[config.mk]
export PLATFORM = sky130hd
export DESIGN_NAME = sobel_frame_writer
export DESIGN_NICKNAME = d
export VERILOG_FILES = /design/src/rtl/sobel_frame_writer.sv
export SDC_FILE = /design/constraint.sdc
export NUM_CORES = 1
export LEC_CHECK = 0
export ABC_AREA = 1
export CORE_MARGIN = 10
export CORE_UTILIZATION = 45
export CTS_CLUSTER_SIZE = 28
export DETAILED_ROUTE_END_ITERATION = 10
export GPL_ROUTABILITY_DRIVEN = 0
export PLACE_DENSITY_LB_ADDON = 0.15
export SETUP_SLACK_MARGIN = 0.1
export SYNTH_ARGS = -nofsm -noshare
export SYNTH_HDL_FRONTEND = slang
export SYNTH_SLANG_ARGS = --single-unit
[constraint.sdc]
create_clock -name clk_i -period 5.4 [get_ports clk_i]
set_clock_uncertainty 0.15 [all_clocks]
set_input_delay 1.08 -clock clk_i [delete_from_list [all_inputs] [get_ports clk_i]]
set_output_delay 1.08 -clock clk_i [all_outputs]
set_load 0.01 [all_outputs]
[src/rtl/sobel_frame_writer.sv]
// Sobel output stage: thresholds interior gradient magnitudes into a 1-bit frame
// buffer, then streams the full frame with zeroed borders as 0/255 pixels.
module sobel_frame_writer #(
  parameter int ROW_SIZE  = 8,
  parameter int COL_SIZE  = 8,
  parameter int THRESHOLD = 100,
  parameter int MAG_WIDTH = 11,
  parameter int CNT_WIDTH = $clog2(ROW_SIZE*COL_SIZE+1)
) (
  input  logic                 clk_i,
  input  logic                 rst_ni,
  input  logic                 start_i,
  input  logic [MAG_WIDTH-1:0] mag_i,
  input  logic                 mag_valid_i,
  output logic                 mag_ready_o,
  output logic [7:0]           pix_o,
  output logic                 pix_valid_o,
  input  logic                 pix_ready_i,
  output logic                 pix_last_o,
  output logic                 busy_o,
  output logic                 done_o,
  output logic [CNT_WIDTH-1:0] edge_count_o,
  output logic [1:0]           state_o
);
  // Handshakes: a beat transfers on the rising edge where valid && ready are both
  // high; a source holds its payload and valid stable until that edge.

  localparam int NPIX = ROW_SIZE * COL_SIZE;
  localparam int KW   = $clog2(NPIX);
  localparam int RW   = $clog2(ROW_SIZE);
  localparam int CW   = $clog2(COL_SIZE);

  localparam logic [RW-1:0] R_IN_LAST = RW'(ROW_SIZE - 3);
  localparam logic [CW-1:0] C_IN_LAST = CW'(COL_SIZE - 3);
  localparam logic [RW-1:0] R_LAST    = RW'(ROW_SIZE - 1);
  localparam logic [CW-1:0] C_LAST    = CW'(COL_SIZE - 1);
  localparam logic [KW-1:0] K_LAST    = KW'(NPIX - 1);

  typedef enum logic [1:0] {
    IDLE  = 2'd0,
    FILL  = 2'd1,
    DRAIN = 2'd2
  } state_t;

  state_t               state_q, state_d;
  logic [RW-1:0]        r_q, dr_q;
  logic [CW-1:0]        c_q, dc_q;
  logic [KW-1:0]        k_q;
  logic                 mag_ready_q, pix_valid_q, done_q;
  logic [CNT_WIDTH-1:0] edge_cnt_q;
  logic [NPIX-1:0]      frame_q;

  logic          xfer, fill_last, hs, drain_last, edge_bit, interior, start_ok;
  logic [KW-1:0] wr_idx;

  assign start_ok   = (state_q == IDLE) && start_i;
  assign xfer       = (state_q == FILL) && mag_valid_i && mag_ready_q;
  assign fill_last  = xfer && (r_q == R_IN_LAST) && (c_q == C_IN_LAST);
  assign hs         = (state_q == DRAIN) && pix_valid_q && pix_ready_i;
  assign drain_last = hs && (k_q == K_LAST);
  assign edge_bit   = mag_i > MAG_WIDTH'(THRESHOLD);
  // Interior (r, c) lands at frame position (r+1, c+1), leaving a one-cell border.
  assign wr_idx     = (KW'(r_q) + KW'(1)) * KW'(COL_SIZE) + KW'(c_q) + KW'(1);
  assign interior   = (dr_q != '0) && (dr_q != R_LAST) && (dc_q != '0) && (dc_q != C_LAST);

  always_ff @(posedge clk_i or negedge rst_ni) begin
    if (!rst_ni) state_q <= IDLE;
    else         state_q <= state_d;
  end

  always_comb begin
    state_d = state_q;
    case (state_q)
      IDLE:    if (start_i)    state_d = FILL;
      FILL:    if (fill_last)  state_d = DRAIN;
      DRAIN:   if (drain_last) state_d = IDLE;
      default: state_d = IDLE;
    endcase
  end

  always_comb begin
    busy_o       = (state_q != IDLE);
    state_o      = state_q;
    mag_ready_o  = mag_ready_q;
    pix_valid_o  = pix_valid_q;
    done_o       = done_q;
    edge_count_o = edge_cnt_q;
    // Buffer is register-based, so the pixel is read combinationally from k_q.
    pix_o        = (pix_valid_q && interior && frame_q[k_q]) ? 8'd255 : 8'd0;
    pix_last_o   = pix_valid_q && (k_q == K_LAST);
  end

  always_ff @(posedge clk_i or negedge rst_ni) begin
    if (!rst_ni) begin
      r_q         <= '0;
      c_q         <= '0;
      dr_q        <= '0;
      dc_q        <= '0;
      k_q         <= '0;
      mag_ready_q <= 1'b0;
      pix_valid_q <= 1'b0;
      done_q      <= 1'b0;
      edge_cnt_q  <= '0;
    end else begin
      mag_ready_q <= (state_q == FILL) && !fill_last;
      pix_valid_q <= (state_q == DRAIN) && !drain_last;
      done_q      <= drain_last;
      if (start_ok) begin
        r_q        <= '0;
        c_q        <= '0;
        dr_q       <= '0;
        dc_q       <= '0;
        k_q        <= '0;
        edge_cnt_q <= '0;
      end
      if (xfer) begin
        if (edge_bit) edge_cnt_q <= edge_cnt_q + CNT_WIDTH'(1);
        if (c_q == C_IN_LAST) begin
          c_q <= '0;
          r_q <= r_q + RW'(1);
        end else begin
          c_q <= c_q + CW'(1);
        end
      end
      if (hs) begin
        k_q <= k_q + KW'(1);
        if (dc_q == C_LAST) begin
          dc_q <= '0;
          dr_q <= dr_q + RW'(1);
        end else begin
          dc_q <= dc_q + CW'(1);
        end
      end
    end
  end

  // Frame storage is deliberately not reset; every interior cell is rewritten per frame.
  always_ff @(posedge clk_i) begin
    if (xfer) frame_q[wr_idx] <= edge_bit;
  end

endmodule

==> metrics, run 1 <==
status finished clean; root buf cell clkbuf_8; Worst EP arrival 3110 ps; Final setup viols 0; maximum VDD drop 0.000264 V; Finished Core Util 0.528; clk_lat worst skew 360 ps; clk slew on worst S/H paths 80 ps; postcts setup bufs 0; CP Max Fanout 19; cell with the largest stage delay on the worst path dfrtp_1; Max Freq 230 MHz; Setup CP Type flip-flop to output port; TritonCTS clock tree yes; Port Buffer Count 37; drt pass-1 iters 4; Initial DRC Count 207; Power Dens Cells 364 nW/um2; worst hold endpoint edge_count_o[6]; Die Area 14600 um2; Initial Util 0.465; Mapped Cells roughly 500; share of the synthesized area in the top cell type 0.421; Post-synth EDFFs 64; GRT Overall Usage 0.148; nets 558; HP Start edge_count_o[6]; Min Hold Slack roughly 330 ps; CTS Sinks 94; synth top area cells edfxtp_1 42%, dfrtp_1 16%, nand2_1 10%; Main synth FF type edfxtp_1; worst r2r src k_q[0]; Final min period 4340 ps; total CTS buffers 9; syn_area_per_cell between 9 and 10 um2; Avg WL per Cell 15.3 um; WP data required between 4000 and 5000 ps; worst path buffer plus inverter count 2; Die W around 120 um; crit share post-route 0.804; post-cts gate resize count 0; # IOs 38; Leak around 0.0020 uW; most used cell along the critical path nand3_1; critical path launch point type flip-flop; synthesis-stage register bit count 94; synth warn 0; crit path cell chain inv_2, nand3_1, nand3_1, nand2_1, nand2_1, nand3_1, nand3_1, a21oi_1, clkdlybuf4s50_1; DRT antenna net count 0; max-slew violations 0; type of the most critical hold path flip-flop to flip-flop; final WL roughly 10000 um; Reg2Reg Depth 11; Die Span Y 121 um; Vias 3382; RSZ-0062 raised after global routing false; total power 1890 uW; vias in the first global route approximately 3300; post-synthesis sequential area ratio 0.586; Synth cell types 27; # hold bufs at CTS 0; total negative slack 0 ps; Clock Tree Buf Depth 2; num rows 36; Worst R2R Setup Slack between 3000 and 4000 ps; cell family with most CP delay buffers and inverters; Net Count, Synth 526; Slew HR 0.555; share of cells above drive strength 1 0.0374; hold path cells 1; Worst-Margin Slew between 600 and 700 ps; largest net degree at the start of global routing 36; max cap viols 0; Post-route DRC 0; worst reg2reg path endpoint state_o[1]; CP peak stage delay about 780 ps; area leader, netlist edfxtp_1; initial antenna violation count 0; Core Area about 9800 um2; post-DP HPWL 7070 um; # diodes 0; Fin. Hold Viols 0; Cell Area, Synth 4560 um2; Layout area overhead 13.6%; routed vias/inst around 5.1; H-tree depth 3; async set or reset register ratio after synthesis 0.319; gr ovfl total 0; CP startpoint k_q[1]; first-pass GRT wire length 16900 um; Critical Path End Type output port
[worst reg2reg max path: stages (launching register included)]
cell	delay [ps]
dfrtp_1	640
buf_4	340
ha_1	220
nand2_1	70
nor2_1	150
inv_1	50
nor2_1	120
nand2_1	110
nor2_1	140
nor3_1	80
inv_1	50
nand2_1	50
[cells in the final DEF (no fill, tap or decap), drive strengths merged, types with 2 or more instances in the layout]
cell type,Yosys,layout
edfxtp,64,64
xnor2,3,3
inv,37,37
clkbuf,1,16
o22ai,4,4
xor2,3,3
nand2,125,125
nor2,92,92
o21ai,19,19
a21oi,3,3
mux2i,3,3
ha,12,12
clkinv,2,2
buf,18,3
nand3,75,75
dfrtp,30,30
clkdlybuf4s50,0,37
[metrics by stage]
step                area, um2  setup slack [ps]  instances
floorplan                4560              2340        498
global placement         5000              1530        652
detailed placement       5000              1430        652
CTS                      5180              1020        668
global route             5180               707        668
finish                   5180              1060        668
[cells in the mapped netlist, types with 4 or more instances]
cell / count
nand3_1: 74
buf_4: 12
edfxtp_1: 64
o21ai_0: 19
nand2_1: 125
inv_1: 35
ha_1: 12
buf_2: 6
nor2_1: 90
o22ai_1: 4
dfrtp_1: 30
[cells by family (layout without fill, tap and decap cells)]
logic type,after synthesis,after routing,share of synthesized area
AO/OA/AOI/OAI,29,29,0.0354
XOR/XNOR,6,6,0.0115
adder cells (fa/ha/maj),12,12,0.0329
buffers and inverters,58,95,0.0592
flip-flops,94,94,0.586
multiplexers,3,3,0.00658
AND/OR/NAND/NOR,296,296,0.269
[how the worst max path moves through the flow]
stage | slack, ps | endpoint | cells after the start
after global placement | 1530 | pix_o[1] | 9
after CTS | 1020 | pix_o[2] | 9
after global routing | 710 | pix_o[3] | 10
after detailed placement | 1430 | pix_o[2] | 9
final | 1060 | pix_o[2] | 9
after floorplan | 2340 | pix_o[1] | 12
[area by class of cell]
cell class | count | area [um2]
multi-input combinational | 346 | 1620
tap | 133 | 166
clock buffer | 16 | 181
inverter | 39 | 146
sequential | 94 | 2670
timing repair buffer | 40 | 393
fill | 949 | 4640
[sequential cells by signal, summed over array words and instances, names as in the netlist]
| signal | flops |
|---|---|
| r_q | 3 |
| done_o | 1 |
| state_o | 2 |
| dr_q | 3 |
| dc_q | 3 |
| k_q | 6 |
| c_q | 3 |
| mag_ready_o | 1 |
| frame_q | 64 |
| pix_valid_o | 1 |
| edge_count_o | 7 |
[power by group]
part | total (uW) | internal, uW | switching, uW | leakage, uW
combinational | 557 | 177 | 380 | 0.000955
clock | 440 | 210 | 230 | 0.0000901
sequential | 891 | 830 | 60.3 | 0.000954
total | 1890 | 1220 | 670 | 0.00200
[routing by layer]
layer	vias up	track usage	routed length, um
met3	12	0.0247	455
li1	1713	-	-
met4	0	0.0694	176
met5	-	0	0
met2	59	0.244	5050
met1	1598	0.185	4520
Power figures use the tool's default switching activity.
==> run 2: changes to the inputs <==
==> constraint.sdc (replaced) <==
create_clock -name clk_i -period 3.5 [get_ports clk_i]
set_clock_uncertainty 0.15 [all_clocks]
set_input_delay 0.7 -clock clk_i [delete_from_list [all_inputs] [get_ports clk_i]]
set_output_delay 0.7 -clock clk_i [all_outputs]
set_load 0.01 [all_outputs]
==> run 2 against run 1 <==
Critical path depth is the same. Global-route usage grew 0.29 points. Highest routed layer unchanged. Register-to-register slack lost 1800 ps. Flip-flop and latch count unchanged. Cell count increased by 1.2%. Combinational power rose by 56%.
==> metrics, run 2 (same netlist as run 1, synthesis figures left out) <==
status finished clean; Final setup viols 0; vias in the first global route 3453; post-DP HPWL 7570 um; share of cells above drive strength 1 0.0552; HP Start edge_count_o[6]; Most flops, register frame_q; crit share post-route 0.905; CTS Sinks 94; Finished Cell Area 5320 um2; DRT antenna net count 0; maximum VDD drop 0.000432 V; Gate power share 0.289; Seq. cell area 2670 um2; switching pwr 1050 uW; Die Area 14600 um2; Initial Util 0.465; area of placed instances 5050 um2; Port Buffer Count 37; H-tree depth 3; total CTS buffers 9; Slew HR 0.627; # hold bufs at CTS 0; Initial DRC Count 239; Final min period 3170 ps; Critical Path End Type output port; Avg WL per Cell 15.6 um; Reg2Reg Depth 7; Core Area around 10000 um2; nets between 500 and 600; area of the multi-input gates 1630 um2; Worst R2R Setup Slack 1280 ps; max cap viols 0; num rows 36; GRT Overall Usage 0.151; TritonCTS clock tree yes; Max Freq 316 MHz; clk_lat worst skew 370 ps; leading cell types in the layout, fill and taps excluded 124 x nand2_1, 90 x nor2_1, 74 x nand3_1; root buf cell clkbuf_8; RSZ-0062 raised after global routing false; Worst EP arrival 2320 ps; Setup CP Type flip-flop to output port; clk slew on worst S/H paths 90 ps; commonest non-fill, non-tap cell in the layout nand2_1; first-pass GRT wire length 17300 um; hold path cells 1; Leak 0.00221 uW; worst r2r src r_q[0]; worst hold endpoint edge_count_o[6]; critical path launch point type flip-flop; CP Max Fanout 18; Seq pwr share 0.455; switching share of power 0.349; initial antenna violation count 0; Fin. Hold Viols 0; number of fill cells in the layout 946; drt pass-1 iters 5; final WL 10600 um; # IOs 38; Int Pwr 1960 uW; WP data required approximately 2700 ps; max-slew violations 0; Clk pwr share 0.256; Power Dens Cells 567 nW/um2; # diodes 0; Post-route DRC 0; type of the most critical hold path flip-flop to flip-flop; gr ovfl total 0; Die W approximately 120 um; Vias approximately 3500; Die Span Y around 120 um; routed vias/inst between 5 and 6; Layout area overhead 16.6%; worst reg2reg path endpoint frame_q[45]; Worst-Margin Slew 558 ps; max FFs per register 64; Clock Tree Buf Depth 2; total negative slack 0 ps; largest net degree at the start of global routing 35
==> run 2: worst max-delay path by stage <==
stage	startpoint	end	slack (ps)	cells after the start
final	k_q[1]	pix_last_o	330	9
after global routing	k_q[1]	pix_last_o	140	9
after CTS	k_q[0]	pix_o[4]	110	11
after detailed placement	k_q[0]	pix_o[4]	290	11
after global placement	k_q[0]	pix_o[1]	390	10
after floorplan	k_q[0]	pix_o[1]	820	12
==> run 2: cell type report <==
| class | count | area share |
|---|---|---|
| Clock inverter | 4 | 0.0134 |
| Tap cell | 133 | 0.0313 |
| Inverter | 39 | 0.0275 |
| Timing Repair Buffer | 48 | 0.0927 |
| Clock buffer | 12 | 0.0254 |
| Multi-Input combinational cell | 346 | 0.307 |
| Sequential cell | 94 | 0.503 |
==> run 2: critical path, stage by stage (launching register included) <==
cell and delay [ps]:
dfrtp_1 390, buf_6 200, ha_1 190, nand2_1 80, nor2_1 140, inv_1 50
nor2_1 120, nand2_1 110, nor2_1 100, clkdlybuf4s50_1 540
==> run 2: what timing repair did <==
item,in CTS,in global routing
pin swaps,0,1
setup endpoints to repair,8,9
gates cloned,0,0
resized for setup,2,10
buffers inserted,0,3
==> run 2: power by group through the flow <==
| stage | Combinational (uW) | Clock, uW | Sequential (uW) |
|---|---|---|---|
| finish | 871 | 773 | 1370 |
| global route | 982 | 833 | 1390 |
| CTS | 881 | 786 | 1370 |
| detailed placement | 875 | 0 | 1400 |
| global placement | 860 | 0 | 1390 |
| floorplan | 548 | 0 | 1390 |
==> run 2: layer usage <==
metal  vias to the layer above  track usage  share of wire
met5                         -            0              0
met4                         0       0.0732          0.025
met3                        20       0.0391          0.043
met2                        77        0.246           0.49
met1                      1716        0.182           0.45
li1                       1721            -              -
==> run 2: through the flow <==
step	total power, uW	hold slack [ps]	cells	util	setup slack [ps]
floorplan	1940	254	498	-	818
global placement	2250	318	657	0.514	386
detailed placement	2270	334	657	0.514	292
CTS	3040	347	673	0.536	111
global route	3200	369	676	0.542	136
finish	3010	342	676	0.542	331
==> run 3: changes to the inputs <==
--- a/config.mk
+++ b/config.mk
@@ -12,6 +12,7 @@
 export DETAILED_ROUTE_END_ITERATION = 10
 export GPL_ROUTABILITY_DRIVEN = 0
 export PLACE_DENSITY_LB_ADDON = 0.15
+export REMOVE_ABC_BUFFERS = 1
 export SETUP_SLACK_MARGIN = 0.1
 export SYNTH_ARGS = -nofsm -noshare
 export SYNTH_HDL_FRONTEND = slang
==> run 3 against run 2 <==
Global-route usage is essentially flat. Maximum frequency up 1.1%. First-iteration DRC count rose by 32%. Clock power rose by 21%.
==> metrics, run 3 (same netlist as run 1, synthesis figures left out) <==
placed cell count 658; status finished clean; root buf cell clkbuf_8; clk slew on worst S/H paths around 90 ps; Most flops, register frame_q; RSZ-0062 raised after global routing false; WP data required 2650 ps; first-pass GRT wire length 17500 um; Power Dens Cells 593 nW/um2; Core Area 9820 um2; Avg WL per Cell 15.6 um; leading cell types in the layout, fill and taps excluded 124 x nand2_1, 90 x nor2_1, 74 x nand3_1; commonest non-fill, non-tap cell in the layout nand2_1; CTS Sinks 94; worst r2r src r_q[0]; Vias 3508; CP startpoint k_q[0]; GRT Overall Usage 0.150; number of fill cells in the layout around 940; nets between 500 and 600; Final min period 3140 ps; max cap viols 0; Critical Path End Type output port; TritonCTS clock tree yes; critical path launch point type flip-flop; Max Freq 319 MHz; crit share post-route 0.896; DRT antenna net count 0; Port Buffer Count 37; total CTS buffers 9; Post-route DRC 0; initial antenna violation count 0; drt pass-1 iters 5; routed vias/inst 5.19; share of cells above drive strength 1 0.0626; gr ovfl total 0; largest net degree at the start of global routing 31; vias in the first global route 3464; Leak 0.00223 uW; H-tree depth 3; post-DP HPWL 7530 um; maximum VDD drop 0.000424 V; Die W roughly 120 um; Initial Util 0.465; clk_lat worst skew 370 ps; Initial DRC Count 315; CP Max Fanout 27; Worst EP arrival 2290 ps; max-slew violations 0; Die Area 14600 um2; HP Start edge_count_o[6]; # diodes 0; # IOs 38; # hold bufs at CTS 0; Clock Tree Buf Depth 2; total power 3180 uW; Fin. Hold Viols 0; Min Hold Slack 334 ps; Worst-Margin Slew approximately 570 ps; Slew HR 0.619; final WL 10600 um; Die Span Y ~120 um; max FFs per register 64; Layout area overhead 17.6%; final cell count without fillers 676; Setup CP Type flip-flop to output port; type of the most critical hold path flip-flop to flip-flop; num rows 36; Final setup viols 0
[run 3: worst paths after layout]
path	end	slack (ps)	cells after the start
min	edge_count_o[6]	330	1
max	pix_last_o	360	9
max reg2reg	frame_q[44]	1220	7
min reg2reg	edge_count_o[6]	330	1
min in group asynchronous	dc_q[1]	560	2
max in group asynchronous	k_q[0]	2340	2
[run 3: metal layers]
metal | track usage | up-vias | routed length [um]
li1 | - | 1723 | -
met1 | 0.189 | 1686 | 4680
met2 | 0.250 | 83 | 5250
met3 | 0.0233 | 16 | 426
met4 | 0.0671 | 0 | 191
met5 | 0 | - | 0
[run 3: power breakdown]
part           internal [uW]  switching, uW
registers               1280           87.3
clock network            543            391
logic                    283            599
[run 3: critical path: stages, from the launching register on]
cell and delay, ps:
dfrtp_2 410, buf_8 200, ha_1 190, nand2_1 70, nor2_1 130, inv_1 50
nor2_1 120, nand2_1 90, nor2_1 90, clkdlybuf4s50_1 550
[run 3: through the flow]
step	instance area (um2)	setup slack (ps)	utilization	TNS, ps
floorplan	4440	-115	-	-922
global placement	5040	271	0.514	0
detailed placement	5040	230	0.514	0
CTS	5330	113	0.543	0
global route	5370	193	0.547	0
finish	5370	365	0.547	0
[run 3: cell type report]
cell class | instances | area [um2] | share of cell area
Sequential cell | 94 | 2680 | 0.498
Multi-Input combinational cell | 346 | 1630 | 0.303
Timing Repair Buffer | 48 | 493 | 0.0919
Tap cell | 133 | 166 | 0.0310
Inverter | 39 | 146 | 0.0273
Clock inverter | 7 | 136 | 0.0254
Clock buffer | 9 | 124 | 0.0231
[run 3: what timing repair did]
item	in CTS	in global routing
setup endpoints to repair	9	8
resized for setup	6	10
buffers inserted	1	1
